File: src/rtl/sram_port_arbiter_if.sv
// Request/response bundle between the mips core, the arbiter and the unified SRAM.
// slave = arbiter view; master = core + memory view.
interface sram_port_arbiter_if #(
  parameter int ADDR_W = 32,
  parameter int DATA_W = 32
);
  logic              inst_req;
  logic [ADDR_W-1:0] inst_addr;
  logic              inst_gnt;
  logic              inst_rvalid;
  logic [DATA_W-1:0] inst_rdata;

  logic              data_req;
  logic [3:0]        data_wen;
  logic [ADDR_W-1:0] data_addr;
  logic [DATA_W-1:0] data_wdata;
  logic              data_gnt;
  logic              data_rvalid;
  logic [DATA_W-1:0] data_rdata;

  logic              sram_en;
  logic [3:0]        sram_wen;
  logic [ADDR_W-1:0] sram_addr;
  logic [DATA_W-1:0] sram_wdata;
  logic [DATA_W-1:0] sram_rdata;

  modport slave (
    input  inst_req, inst_addr,
    output inst_gnt, inst_rvalid, inst_rdata,
    input  data_req, data_wen, data_addr, data_wdata,
    output data_gnt, data_rvalid, data_rdata,
    output sram_en, sram_wen, sram_addr, sram_wdata,
    input  sram_rdata
  );

  modport master (
    output inst_req, inst_addr,
    input  inst_gnt, inst_rvalid, inst_rdata,
    output data_req, data_wen, data_addr, data_wdata,
    input  data_gnt, data_rvalid, data_rdata,
    input  sram_en, sram_wen, sram_addr, sram_wdata,
    output sram_rdata
  );
endinterface

File: src/rtl/sram_port_arbiter.sv
// Shares one synchronous SRAM port between mips fetch and data requesters.
// Define ARB_ROUND_ROBIN_EN for alternating grants under contention instead of data priority + starvation cap.
module sram_port_arbiter #(
  parameter int ADDR_W     = 32,
  parameter int DATA_W     = 32,
  parameter int STARVE_MAX = 4
) (
  input  logic                 clk,
  input  logic                 rst,
  sram_port_arbiter_if.slave   bus
);

  localparam int CNT_W = $clog2(STARVE_MAX + 1);
  localparam logic [CNT_W-1:0] CNT_MAX = CNT_W'(STARVE_MAX);

  typedef enum logic [1:0] {OWN_NONE, OWN_INST, OWN_DATA} owner_e;
  typedef enum logic       {SIDE_INST, SIDE_DATA}         side_e;

  typedef struct packed {
    logic              en;
    logic [3:0]        wen;
    logic [ADDR_W-1:0] addr;
    logic [DATA_W-1:0] wdata;
  } sram_req_t;

  owner_e           rd_owner_q, rd_owner_d;
  side_e            last_gnt_q, last_gnt_d;
  logic [CNT_W-1:0] starve_q,   starve_d;
  logic             inst_gnt,   data_gnt;
  logic             both_req;
  sram_req_t        sram_req;

  assign both_req = bus.inst_req && bus.data_req;

  // Grant selection; grants are held low during reset regardless of requests.
  always_comb begin
    inst_gnt = 1'b0;
    data_gnt = 1'b0;
    if (!rst) begin
      if (both_req) begin
`ifdef ARB_ROUND_ROBIN_EN
        if (last_gnt_q == SIDE_DATA) inst_gnt = 1'b1;
        else                         data_gnt = 1'b1;
`else
        if (starve_q == CNT_MAX) inst_gnt = 1'b1;
        else                     data_gnt = 1'b1;
`endif
      end else begin
        inst_gnt = bus.inst_req;
        data_gnt = bus.data_req;
      end
    end
  end

  always_comb begin
    sram_req = '0;
    if (inst_gnt) begin
      sram_req.en   = 1'b1;
      sram_req.addr = bus.inst_addr;
    end else if (data_gnt) begin
      sram_req.en    = 1'b1;
      sram_req.wen   = bus.data_wen;
      sram_req.addr  = bus.data_addr;
      sram_req.wdata = bus.data_wdata;
    end
  end

  always_comb begin
    rd_owner_d = OWN_NONE;
    last_gnt_d = last_gnt_q;
    if (inst_gnt) begin
      rd_owner_d = OWN_INST;
      last_gnt_d = SIDE_INST;
    end else if (data_gnt) begin
      last_gnt_d = SIDE_DATA;
      if (bus.data_wen == 4'h0) rd_owner_d = OWN_DATA;
    end
  end

  // Counts consecutive cycles fetch loses contention; saturates at the cap.
  always_comb begin
    starve_d = starve_q;
`ifdef ARB_ROUND_ROBIN_EN
    starve_d = '0;
`else
    if (!bus.inst_req || inst_gnt)             starve_d = '0;
    else if (data_gnt && starve_q != CNT_MAX)  starve_d = starve_q + 1'b1;
`endif
  end

  always_ff @(posedge clk or posedge rst) begin
    if (rst) begin
      rd_owner_q <= OWN_NONE;
      last_gnt_q <= SIDE_INST;
      starve_q   <= '0;
    end else begin
      rd_owner_q <= rd_owner_d;
      last_gnt_q <= last_gnt_d;
      starve_q   <= starve_d;
    end
  end

  assign bus.inst_gnt    = inst_gnt;
  assign bus.data_gnt    = data_gnt;
  assign bus.sram_en     = sram_req.en;
  assign bus.sram_wen    = sram_req.wen;
  assign bus.sram_addr   = sram_req.addr;
  assign bus.sram_wdata  = sram_req.wdata;

  assign bus.inst_rvalid = (rd_owner_q == OWN_INST);
  assign bus.data_rvalid = (rd_owner_q == OWN_DATA);
  assign bus.inst_rdata  = bus.inst_rvalid ? bus.sram_rdata : '0;
  assign bus.data_rdata  = bus.data_rvalid ? bus.sram_rdata : '0;

  a_gnt_onehot: assert property (@(posedge clk) disable iff (rst) !(inst_gnt && data_gnt));
  a_rd_exclusive: assert property (@(posedge clk) disable iff (rst)
                                   !(bus.inst_rvalid && bus.data_rvalid));

endmodule

File: src/flat_wrapper.sv
// flat-port wrapper written by rule: the top's interface ports become plain ports
module sram_port_arbiter_flat 
#(
  parameter int ADDR_W     = 32,
  parameter int DATA_W     = 32,
  parameter int STARVE_MAX = 4
)
  (clk, rst, bus_inst_req, bus_inst_addr, bus_inst_gnt, bus_inst_rvalid, bus_inst_rdata, bus_data_req, bus_data_wen, bus_data_addr, bus_data_wdata, bus_data_gnt, bus_data_rvalid, bus_data_rdata, bus_sram_en, bus_sram_wen, bus_sram_addr, bus_sram_wdata, bus_sram_rdata);
  sram_port_arbiter_if #(.ADDR_W(ADDR_W), .DATA_W(DATA_W)) bus_i ();
  input  logic clk;
  input  logic rst;
  input wire logic [$bits(bus_i.inst_req)-1:0] bus_inst_req;
  input wire logic [$bits(bus_i.inst_addr)-1:0] bus_inst_addr;
  output wire logic [$bits(bus_i.inst_gnt)-1:0] bus_inst_gnt;
  output wire logic [$bits(bus_i.inst_rvalid)-1:0] bus_inst_rvalid;
  output wire logic [$bits(bus_i.inst_rdata)-1:0] bus_inst_rdata;
  input wire logic [$bits(bus_i.data_req)-1:0] bus_data_req;
  input wire logic [$bits(bus_i.data_wen)-1:0] bus_data_wen;
  input wire logic [$bits(bus_i.data_addr)-1:0] bus_data_addr;
  input wire logic [$bits(bus_i.data_wdata)-1:0] bus_data_wdata;
  output wire logic [$bits(bus_i.data_gnt)-1:0] bus_data_gnt;
  output wire logic [$bits(bus_i.data_rvalid)-1:0] bus_data_rvalid;
  output wire logic [$bits(bus_i.data_rdata)-1:0] bus_data_rdata;
  output wire logic [$bits(bus_i.sram_en)-1:0] bus_sram_en;
  output wire logic [$bits(bus_i.sram_wen)-1:0] bus_sram_wen;
  output wire logic [$bits(bus_i.sram_addr)-1:0] bus_sram_addr;
  output wire logic [$bits(bus_i.sram_wdata)-1:0] bus_sram_wdata;
  input wire logic [$bits(bus_i.sram_rdata)-1:0] bus_sram_rdata;
  assign bus_i.inst_req = bus_inst_req;
  assign bus_i.inst_addr = bus_inst_addr;
  assign bus_inst_gnt = bus_i.inst_gnt;
  assign bus_inst_rvalid = bus_i.inst_rvalid;
  assign bus_inst_rdata = bus_i.inst_rdata;
  assign bus_i.data_req = bus_data_req;
  assign bus_i.data_wen = bus_data_wen;
  assign bus_i.data_addr = bus_data_addr;
  assign bus_i.data_wdata = bus_data_wdata;
  assign bus_data_gnt = bus_i.data_gnt;
  assign bus_data_rvalid = bus_i.data_rvalid;
  assign bus_data_rdata = bus_i.data_rdata;
  assign bus_sram_en = bus_i.sram_en;
  assign bus_sram_wen = bus_i.sram_wen;
  assign bus_sram_addr = bus_i.sram_addr;
  assign bus_sram_wdata = bus_i.sram_wdata;
  assign bus_i.sram_rdata = bus_sram_rdata;
  sram_port_arbiter #(.ADDR_W(ADDR_W), .DATA_W(DATA_W), .STARVE_MAX(STARVE_MAX)) u_core (.clk(clk), .rst(rst), .bus(bus_i));
endmodule
File: config.mk
export PLATFORM = sky130hd
export DESIGN_NAME = sram_port_arbiter_flat
export DESIGN_NICKNAME = d
export VERILOG_FILES = /design/src/rtl/sram_port_arbiter_if.sv /design/src/rtl/sram_port_arbiter.sv /design/src/flat_wrapper.sv
export SDC_FILE = /design/constraint.sdc
export NUM_CORES = 1
export LEC_CHECK = 0
export CORE_AREA = 10 10 99 101
export CTS_BUF_LIST = sky130_fd_sc_hd__clkbuf_8
export DETAILED_ROUTE_END_ITERATION = 8
export DIE_AREA = 0 0 109 111
export DONT_BUFFER_PORTS = 1
export GPL_TIMING_DRIVEN = 1
export SLEW_MARGIN = 5
export SYNTH_ARGS = -nofsm -noshare
export SYNTH_HDL_FRONTEND = slang
export SYNTH_SLANG_ARGS = --single-unit
File: constraint.sdc
create_clock -name clk -period 2 [get_ports clk]
set_input_delay 0.2 -clock clk [delete_from_list [all_inputs] [get_ports clk]]
set_output_delay 0.2 -clock clk [all_outputs]
set_load 0.02 [all_outputs]
==> results of run 1 <==
[path summary, 6_finish.rpt]
check / from / to / slack [ns] / cells after the start
max in group asynchronous: rst / u_core.rd_owner_q[1]$_DFF_PP0_ / 1.51 / 2
worst max-delay path: u_core.starve_q[0]$_DFFE_PP0P_ / bus_sram_addr[4] / 0.03 / 7
worst min-delay path: rst / u_core.starve_q[2]$_DFFE_PP0P_ / 0.12 / 2
min in group asynchronous: rst / u_core.starve_q[0]$_DFFE_PP0P_ / 0.34 / 2
worst min register to register: u_core.starve_q[0]$_DFFE_PP0P_ / u_core.starve_q[0]$_DFFE_PP0P_ / 0.56 / 2
worst max register to register: u_core.starve_q[0]$_DFFE_PP0P_ / u_core.rd_owner_q[1]$_DFF_PP0_ / 0.57 / 6
[power groups by stage]
stage                     Clock (uW)  Sequential (uW)  Combinational [uW]
after detailed placement           0              107                 277
after global routing             203              106                 338
final                            187              106                 321
after CTS                        192              106                 287
after global placement             0              107                 274
after floorplan                    0              107                 254
[cell type report]
class	count	area, sq um	area share
Multi-Input combinational cell	155	1180	0.700
Timing Repair Buffer	13	194	0.115
Tap cell	105	131	0.0778
Clock buffer	3	41.3	0.0245
Inverter	3	11.3	0.00667
Clock inverter	1	3.75	0.00222
Sequential cell	5	125	0.0741
[cells in the mapped netlist]
| cell type | n | share of area |
|---|---|---|
| buf_6 | 8 | 0.067 |
| a21boi_2 | 1 | 0.0084 |
| dfrtp_1 | 5 | 0.093 |
| a21boi_0 | 3 | 0.017 |
| nand2_1 | 3 | 0.0084 |
| nor4_1 | 1 | 0.0047 |
| and3_1 | 1 | 0.0047 |
| nor2_1 | 2 | 0.0056 |
| buf_4 | 1 | 0.0056 |
| nor3b_4 | 1 | 0.014 |
| nor2b_1 | 2 | 0.0093 |
| buf_2 | 3 | 0.011 |
| and2_1 | 101 | 0.47 |
| a22o_1 | 32 | 0.21 |
| nor3b_1 | 2 | 0.011 |
| nand3_1 | 3 | 0.011 |
| clkbuf_1 | 6 | 0.017 |
| inv_2 | 1 | 0.0028 |
| inv_1 | 2 | 0.0056 |
| o21ai_0 | 1 | 0.0037 |
| ha_1 | 2 | 0.019 |
[critical path: cells and delay by family (launching register included)]
family	cells	cell delay, ns
adder cells (fa/ha/maj)	1	0.22
flip-flops	1	0.38
buffers and inverters	3	0.40
AO/OA/AOI/OAI	2	0.30
AND/OR/NAND/NOR	1	0.23
[per-layer routing]
layer,global-route usage,wire length [microns],up-vias,part of all wire
met2,0.216,4610,139,0.57
met1,0.0924,2480,668,0.30
met5,0,0,-,0
met4,0.0369,108,0,0.013
met3,0.0471,950,7,0.12
li1,-,-,604,-
[per-stage QoR]
step           setup TNS (ns)  setup slack, ns  area, sq um
6_report                    0           0.0310         1690
4_1_cts                     0         0.000152         1490
5_1_grt                -0.354          -0.0282         1690
3_5_place_dp                0            0.221         1410
2_1_floorplan               0            0.326         1340
3_3_place_gp                0            0.275         1410
[registers in the layout (all words and copies together) (netlist names)]
name	cells
u_core.starve_q	3
u_core.rd_owner_q	2
[cells by family (layout without fill, tap and decap cells)]
logic type,count (synthesis),after routing
flip-flops,5,5
adder cells (fa/ha/maj),2,2
AND/OR/NAND/NOR,116,116
AO/OA/AOI/OAI,37,37
buffers and inverters,21,20
[repair_timing]
action | in CTS | in global routing
pin swaps | 0 | 2
hold buffers | 1 | 0
cloned | 0 | 4
hold endpoints to repair | 5 | 0
resized for setup | 25 | 47
endpoints found under the setup margin | 27 | 68
buffers inserted | 0 | 3
==> run metrics, run 1 <==
DRC Markers 0; DP Cell Count 273; area delta synth->final 26.0%; sw power 267 uW; part of the cycle the worst path needs 0.984; antenna viol nets, final 0; Worst-path clk slew 0.04 ns; total global routing overflow 0; switching share of power 0.434; Arr. time, crit path 1.77 ns; area share of and/or/nand/nor cells after synthesis 0.541; First DRT Iteration DRCs 78; fin cells 285; largest net degree at the start of global routing 71; TritonCTS clock tree done; clock sink count 5; fillers 871; Clk pwr share 0.304; post-synthesis sequential area ratio 0.0934; Worst Setup Path Type flop to primary output; port bufs 0; # rows 33; Min-Delay Path Class input pin to flop; vias in the first global route 1,529; io pins 273; commonest non-fill, non-tap cell in the layout and2_1; largest family of logic cells by synthesized area simple AND/OR/NAND/NOR gates; Power Total 614 uW; data required time of the worst path 1.80 ns; fin util 0.212; Worst-Margin Slew 0.388 ns; power density over the cells 364 nW/um^2; Max Slew Vio Count 0; H-tree depth 1; post-synthesis xor/xnor area fraction 0; Final setup violation count 0; Die W 109 microns; Min Clock Period, post-route 1.97 ns; cell area after synthesis 1340 sq um; Yosys reg bits 5; maximum VDD drop 0.115 mV; Warnings, synthesis 0; Max-Cap Viols 0; P_int 348 uW; crit path max fanout 16; CTS root buffer clkbuf_8; RSZ-0062 raised after global routing yes; Clk Latency, worst-skew pair 0.23 ns; clock tree buffer depth 2; Synth Net Count 319; HPWL after DPL 6760 microns; Initial Util 0.168; layout cell share with drive strength beyond 1 0.500; number of vias per cell 4.98; # diodes 0; DIE AREA 12,100 sq um; most frequent cells in the layout and2_1 (65), and2_2 (36), a22o_2 (31); Post-Synthesis Cells 181; Total GRT Usage 0.110; Rel. slew slack 0.741; number of buffers created by CTS 3; DRT Pass-1 Iters 4; final hold viol count 0; total core area 7970 sq um; Post-Synth Adder-Cell Area 0.0187; worst-path cell chain inv_1 -> ha_2 -> a21boi_4 -> nor3b_4 -> buf_12 -> clkbuf_16 -> a22o_2; LEAKAGE 0.000722 uW; crit end category primary output; Synth cell types 21; Fin Clk Skew 0.000522 ns; Comb power frac 0.523; Fin Hold WS 0.122 ns; Mapped Avg Cell Area 7.40 sq um; Synth Area in Compound Gates 0.238; via count 1,418; sequential share of power 0.173; initial antenna violation count 0; outcome finished, final reports clean; CP max stage cell dfrtp_1; CP max stage delay 0.38 ns; final net count 319; drt wl/cell 28.6 microns; multiplexer area fraction after synthesis 0; Worst Setup Start Kind flop; Final Wtd Congestion 0.772; WL final 8150 microns; fmax 508 MHz; Die Ht 111 microns; first-pass GRT wire length 10,400 microns
Power figures use the tool's default switching activity.
==> run 2, diff against run 1 <==
Clock period 2 ns to 1.6 ns, I/O delays scaled along.
==> run metrics, run 2 (synthesis results as in run 1) <==
outcome finished with violations; failing checks setup timing; CP max stage delay 0.36 ns; DRT Pass-1 Iters 4; drt wl/cell 28.9 microns; Die W 109 microns; total global routing overflow 0; total core area 7970 sq um; data required time of the worst path 1.44 ns; Worst-path clk slew 0.04 ns; WL final 8820 microns; HPWL after DPL 6660 microns; fillers 806; Worst Setup Path Type flop to primary output; antenna viol nets, final 0; Fin Clk Skew 0.00168 ns; crit path max fanout 7; crit end category primary output; # diodes 0; via count 1,500; Min Clock Period, post-route 1.87 ns; Max-Cap Viols 0; post-route design area 2270 sq um; DIE AREA 12,100 sq um; initial antenna violation count 0; CP max stage cell dfrtp_1; DP Cell Count 283; Area after DPL 1490 sq um; fin cells 305; port bufs 0; biggest regs u_core.starve_q (3), u_core.rd_owner_q (2); r2r setup slk 0.12 ns; worst-path cell chain inv_2 -> ha_4 -> buf_6 -> nand3_4 -> and3_4 -> clkbuf_16 -> and2_4; io pins 273; DRC Markers 0; largest net degree at the start of global routing 34; setup TNS -16.07 ns; fmax 535 MHz; Largest Register u_core.starve_q; number of buffers created by CTS 3; # rows 33; setup ws final -0.268 ns; Die Ht 111 microns; Final Wtd Congestion 0.799; clock tree buffer depth 2; Final setup violation count 70; H-tree depth 1; Clk Latency, worst-skew pair 0.22 ns; Arr. time, crit path 1.71 ns; part of the cycle the worst path needs 1.17; TritonCTS clock tree done; Worst Hold Depth 1; final net count 339; area delta synth->final 69.7%; First DRT Iteration DRCs 75; Initial Util 0.168; CTS root buffer clkbuf_8; clock sink count 5; Rel. slew slack 0.744; number of vias per cell 4.92; critical path's top delay family simple AND/OR/NAND/NOR gates; Worst Setup Start Kind flop; R2R cell count 7; layout cell share with drive strength beyond 1 0.565; final hold viol count 0; commonest non-fill, non-tap cell in the layout and2_1; Worst path depth 7; vias in the first global route 1,763; most frequent cells in the layout and2_1 (65), a22o_4 (32), and2_4 (29); power density over the cells 406 nW/um^2; Max Slew Vio Count 0; Largest register FFs 3; Worst-Margin Slew 0.382 ns; Min-Delay Path Class input pin to flop; RSZ-0062 raised after global routing yes; first-pass GRT wire length 11,700 microns; worst path bufs/invs 3; Total GRT Usage 0.124; maximum VDD drop 0.158 mV; LEAKAGE 0.00104 uW
run 2: changes by cell type in the layout (fill, tap and decap cells not counted), sizes merged:
cell	previous run	this run
clkbuf	6	7
buf	9	27
and3	1	2
run 2: area by class of cell:
class / instances / area, sq um / area share
tap: 105 / 131 / 0.0578
multi-input combinational: 156 / 1480 / 0.649
clock inverter: 1 / 3.75 / 0.00165
inverter: 3 / 11.3 / 0.00495
sequential: 5 / 125 / 0.0550
timing repair buffer: 32 / 484 / 0.213
clock buffer: 3 / 41.3 / 0.0182
run 2: where the power goes:
group / total, uW / switching, uW / internal, uW
clock network: 230 / 65.0 / 165
registers: 133 / 2.13 / 130
logic: 561 / 302 / 259
run 2: repair_timing:
action / 4_1_cts / 5_1_grt
pin swaps: 4 / 29
hold buffers: 1 / 0
hold endpoints to repair: 5 / 0
resized for setup: 121 / 24
cloned: 5 / 6
setup endpoints to repair: 70 / 70
setup buffers: 5 / 1
run 2: final timing paths:
kind,from,end
worst max-delay path,u_core.starve_q[1]$_DFFE_PP0P_,bus_sram_wdata[1]
worst min-delay path,bus_inst_req,u_core.starve_q[1]$_DFFE_PP0P_
worst max register to register,u_core.starve_q[1]$_DFFE_PP0P_,u_core.rd_owner_q[1]$_DFF_PP0_
worst min register to register,u_core.starve_q[2]$_DFFE_PP0P_,u_core.starve_q[2]$_DFFE_PP0P_
max in group asynchronous,rst,u_core.rd_owner_q[1]$_DFF_PP0_
min in group asynchronous,rst,u_core.starve_q[0]$_DFFE_PP0P_
run 2: worst register-to-register path, stage by stage, from the launching register on:
cell and delay [ns]:
dfrtp_1 0.36, inv_2 0.06, ha_4 0.16, buf_6 0.12, nand3_4 0.06, and3_4 0.35, clkbuf_16 0.20, and2_1 0.11
run 2: metal layers:
layer  up-vias  routed length, microns  global-route usage
li1        651                       -                   -
met1       703                    2520              0.0995
met2       138                    5060               0.248
met3         8                    1100              0.0541
met4         0                     140              0.0466
met5         -                       0                   0
run 2: metrics by stage:
| stage | worst slack (ns) | total power, uW | utilization | hold WS [ns] |
|---|---|---|---|---|
| floorplan | -0.0342 | 453 | - | 0.0809 |
| global placement | -0.0782 | 494 | 0.187 | -0.0626 |
| detailed placement | -0.146 | 497 | 0.187 | -0.0634 |
| CTS | -0.287 | 877 | 0.264 | 0.0862 |
| global route | -0.320 | 965 | 0.285 | 0.0860 |
| finish | -0.268 | 924 | 0.285 | 0.0905 |
==> run 3, diff against run 2 <==
Settings changed: CORE_AREA 10 10 99 101 to 10 10 97 99, DIE_AREA 0 0 109 111 to 0 0 107 109.
==> run metrics, run 3 (synthesis results as in run 1) <==
RSZ-0062 raised after global routing yes; crit path to bus_sram_addr[22]; power density over the cells 419 nW/um^2; Largest Register u_core.starve_q; initial antenna violation count 0; drt wl/cell 30.2 microns; data required time of the worst path 1.44 ns; Max Slew Vio Count 0; wl on met1 2540 microns; # diodes 0; Clk pwr share 0.264; Final setup violation count 70; met2 routed WL 5370 microns; number of vias per cell 5.01; H-tree depth 1; part of the cycle the worst path needs 1.14; DRC Markers 0; via count 1,479; r2r setup slk 0.17 ns; WL final 8920 microns; port bufs 0; Initial Util 0.178; Worst path depth 8; Worst Setup Start Kind flop; Rel. slew slack 0.720; First DRT Iteration DRCs 65; area delta synth->final 55.7%; Min-Delay Path Class input pin to flop; layout cell share with drive strength beyond 1 0.601; fmax 546 MHz; CP max stage delay 0.38 ns; highest metal used met4; Worst path most repeated cell buf_6; worst path bufs/invs 4; TritonCTS clock tree done; met3 WL 954 microns; clock sink count 5; critical path's top delay family buffers and inverters; final net count 332; CP max stage cell dfrtp_1; Worst Setup Path Type flop to primary output; Fin Hold WS 0.0883 ns; LEAKAGE 0.000961 uW; antenna viol nets, final 0; Comb power frac 0.584; first-pass GRT wire length 11,700 microns; P_int 516 uW; total global routing overflow 0; crit end category primary output; setup TNS -10.78 ns; maximum VDD drop 0.159 mV; failing checks setup timing; commonest non-fill, non-tap cell in the layout and2_1; sequential share of power 0.152; sw power 358 uW; Min Clock Period, post-route 1.83 ns; CTS root buffer clkbuf_8; Die W 107 microns; Fin Clk Skew 0.00376 ns; # rows 32; outcome finished with violations; Clk Latency, worst-skew pair 0.22 ns; RR Startpoint u_core.starve_q[0]$_DFFE_PP0P_; largest net degree at the start of global routing 34; total core area 7530 sq um; biggest regs u_core.starve_q (3), u_core.rd_owner_q (2); DRT Pass-1 Iters 4; Final Wtd Congestion 0.758; Die Ht 109 microns; setup ws final -0.231 ns; Arr. time, crit path 1.67 ns; Power Total 874 uW; Worst-Margin Slew 0.418 ns; worst-path cell chain inv_2 -> ha_4 -> a21boi_4 -> nor3b_4 -> buf_6 -> buf_12 -> a22o_1 -> buf_6; vias in the first global route 1,727; clock tree buffer depth 2; Largest register FFs 3; crit path max fanout 6; Total GRT Usage 0.127; r2r endpoint u_core.rd_owner_q[0]$_DFF_PP0_; DIE AREA 11,700 sq um; HPWL after DPL 6830 microns; io pins 273; switching share of power 0.410; crit path launch u_core.starve_q[0]$_DFFE_PP0P_; number of buffers created by CTS 3; Worst-path clk slew 0.04 ns; Max-Cap Viols 0; R2R cell count 7; final hold viol count 0; most frequent cells in the layout and2_1 (52), and2_4 (35), a22o_4 (26)
-- run 3: timing repair --
item                                   in CTS  in global routing
resized for setup                         119                 34
buffers inserted                            4                  3
hold buffers                                1                  0
endpoints found under the hold margin       5                  0
cloned                                      3                  3
pin swaps                                  14                  9
setup endpoints to repair                 102                 97
-- run 3: worst min path at each step --
stage	start	to	slack, ns	depth (start not counted)
5_1_grt	bus_inst_req	u_core.starve_q[1]$_DFFE_PP0P_	0.08	1
6_report	bus_inst_req	u_core.starve_q[1]$_DFFE_PP0P_	0.09	1
2_1_floorplan	rst	u_core.rd_owner_q[0]$_DFF_PP0_	0.08	2
3_5_place_dp	rst	u_core.starve_q[0]$_DFFE_PP0P_	-0.05	1
3_3_place_gp	rst	u_core.starve_q[0]$_DFFE_PP0P_	-0.05	1
4_1_cts	bus_inst_req	u_core.starve_q[1]$_DFFE_PP0P_	0.08	1
-- run 3: area by class of cell --
| class | count | area, sq um |
|---|---|---|
| repair buffers | 26 | 337 |
| clock inverters | 1 | 3.75 |
| well taps | 102 | 128 |
| fillers | 790 | 5440 |
| flip-flops and latches | 5 | 125 |
| inverters | 3 | 11.3 |
| multi-input cells | 155 | 1440 |
| clock buffers | 3 | 41.3 |
-- run 3: layer usage --
metal,track usage,up-vias
met5,0,-
met1,0.113,722
met4,0.0348,0
met3,0.0525,2
li1,-,628
met2,0.258,127
-- run 3: power groups by stage --
stage | Sequential, uW | Combinational [uW] | Clock, uW
floorplan | 133 | 319 | 0
global placement | 134 | 359 | 0
detailed placement | 134 | 361 | 0
CTS | 132 | 471 | 238
global route | 133 | 536 | 254
finish | 133 | 511 | 231
-- run 3: stage by stage --
stage | area, sq um | setup WS [ns] | utilization | cells
after global placement | 1490 | -0.0466 | 0.197 | 280
after detailed placement | 1490 | -0.102 | 0.197 | 280
after global routing | 2090 | -0.288 | 0.277 | 295
after CTS | 1900 | -0.233 | 0.252 | 292
after floorplan | 1350 | -0.0342 | - | 181
final | 2090 | -0.231 | 0.277 | 295
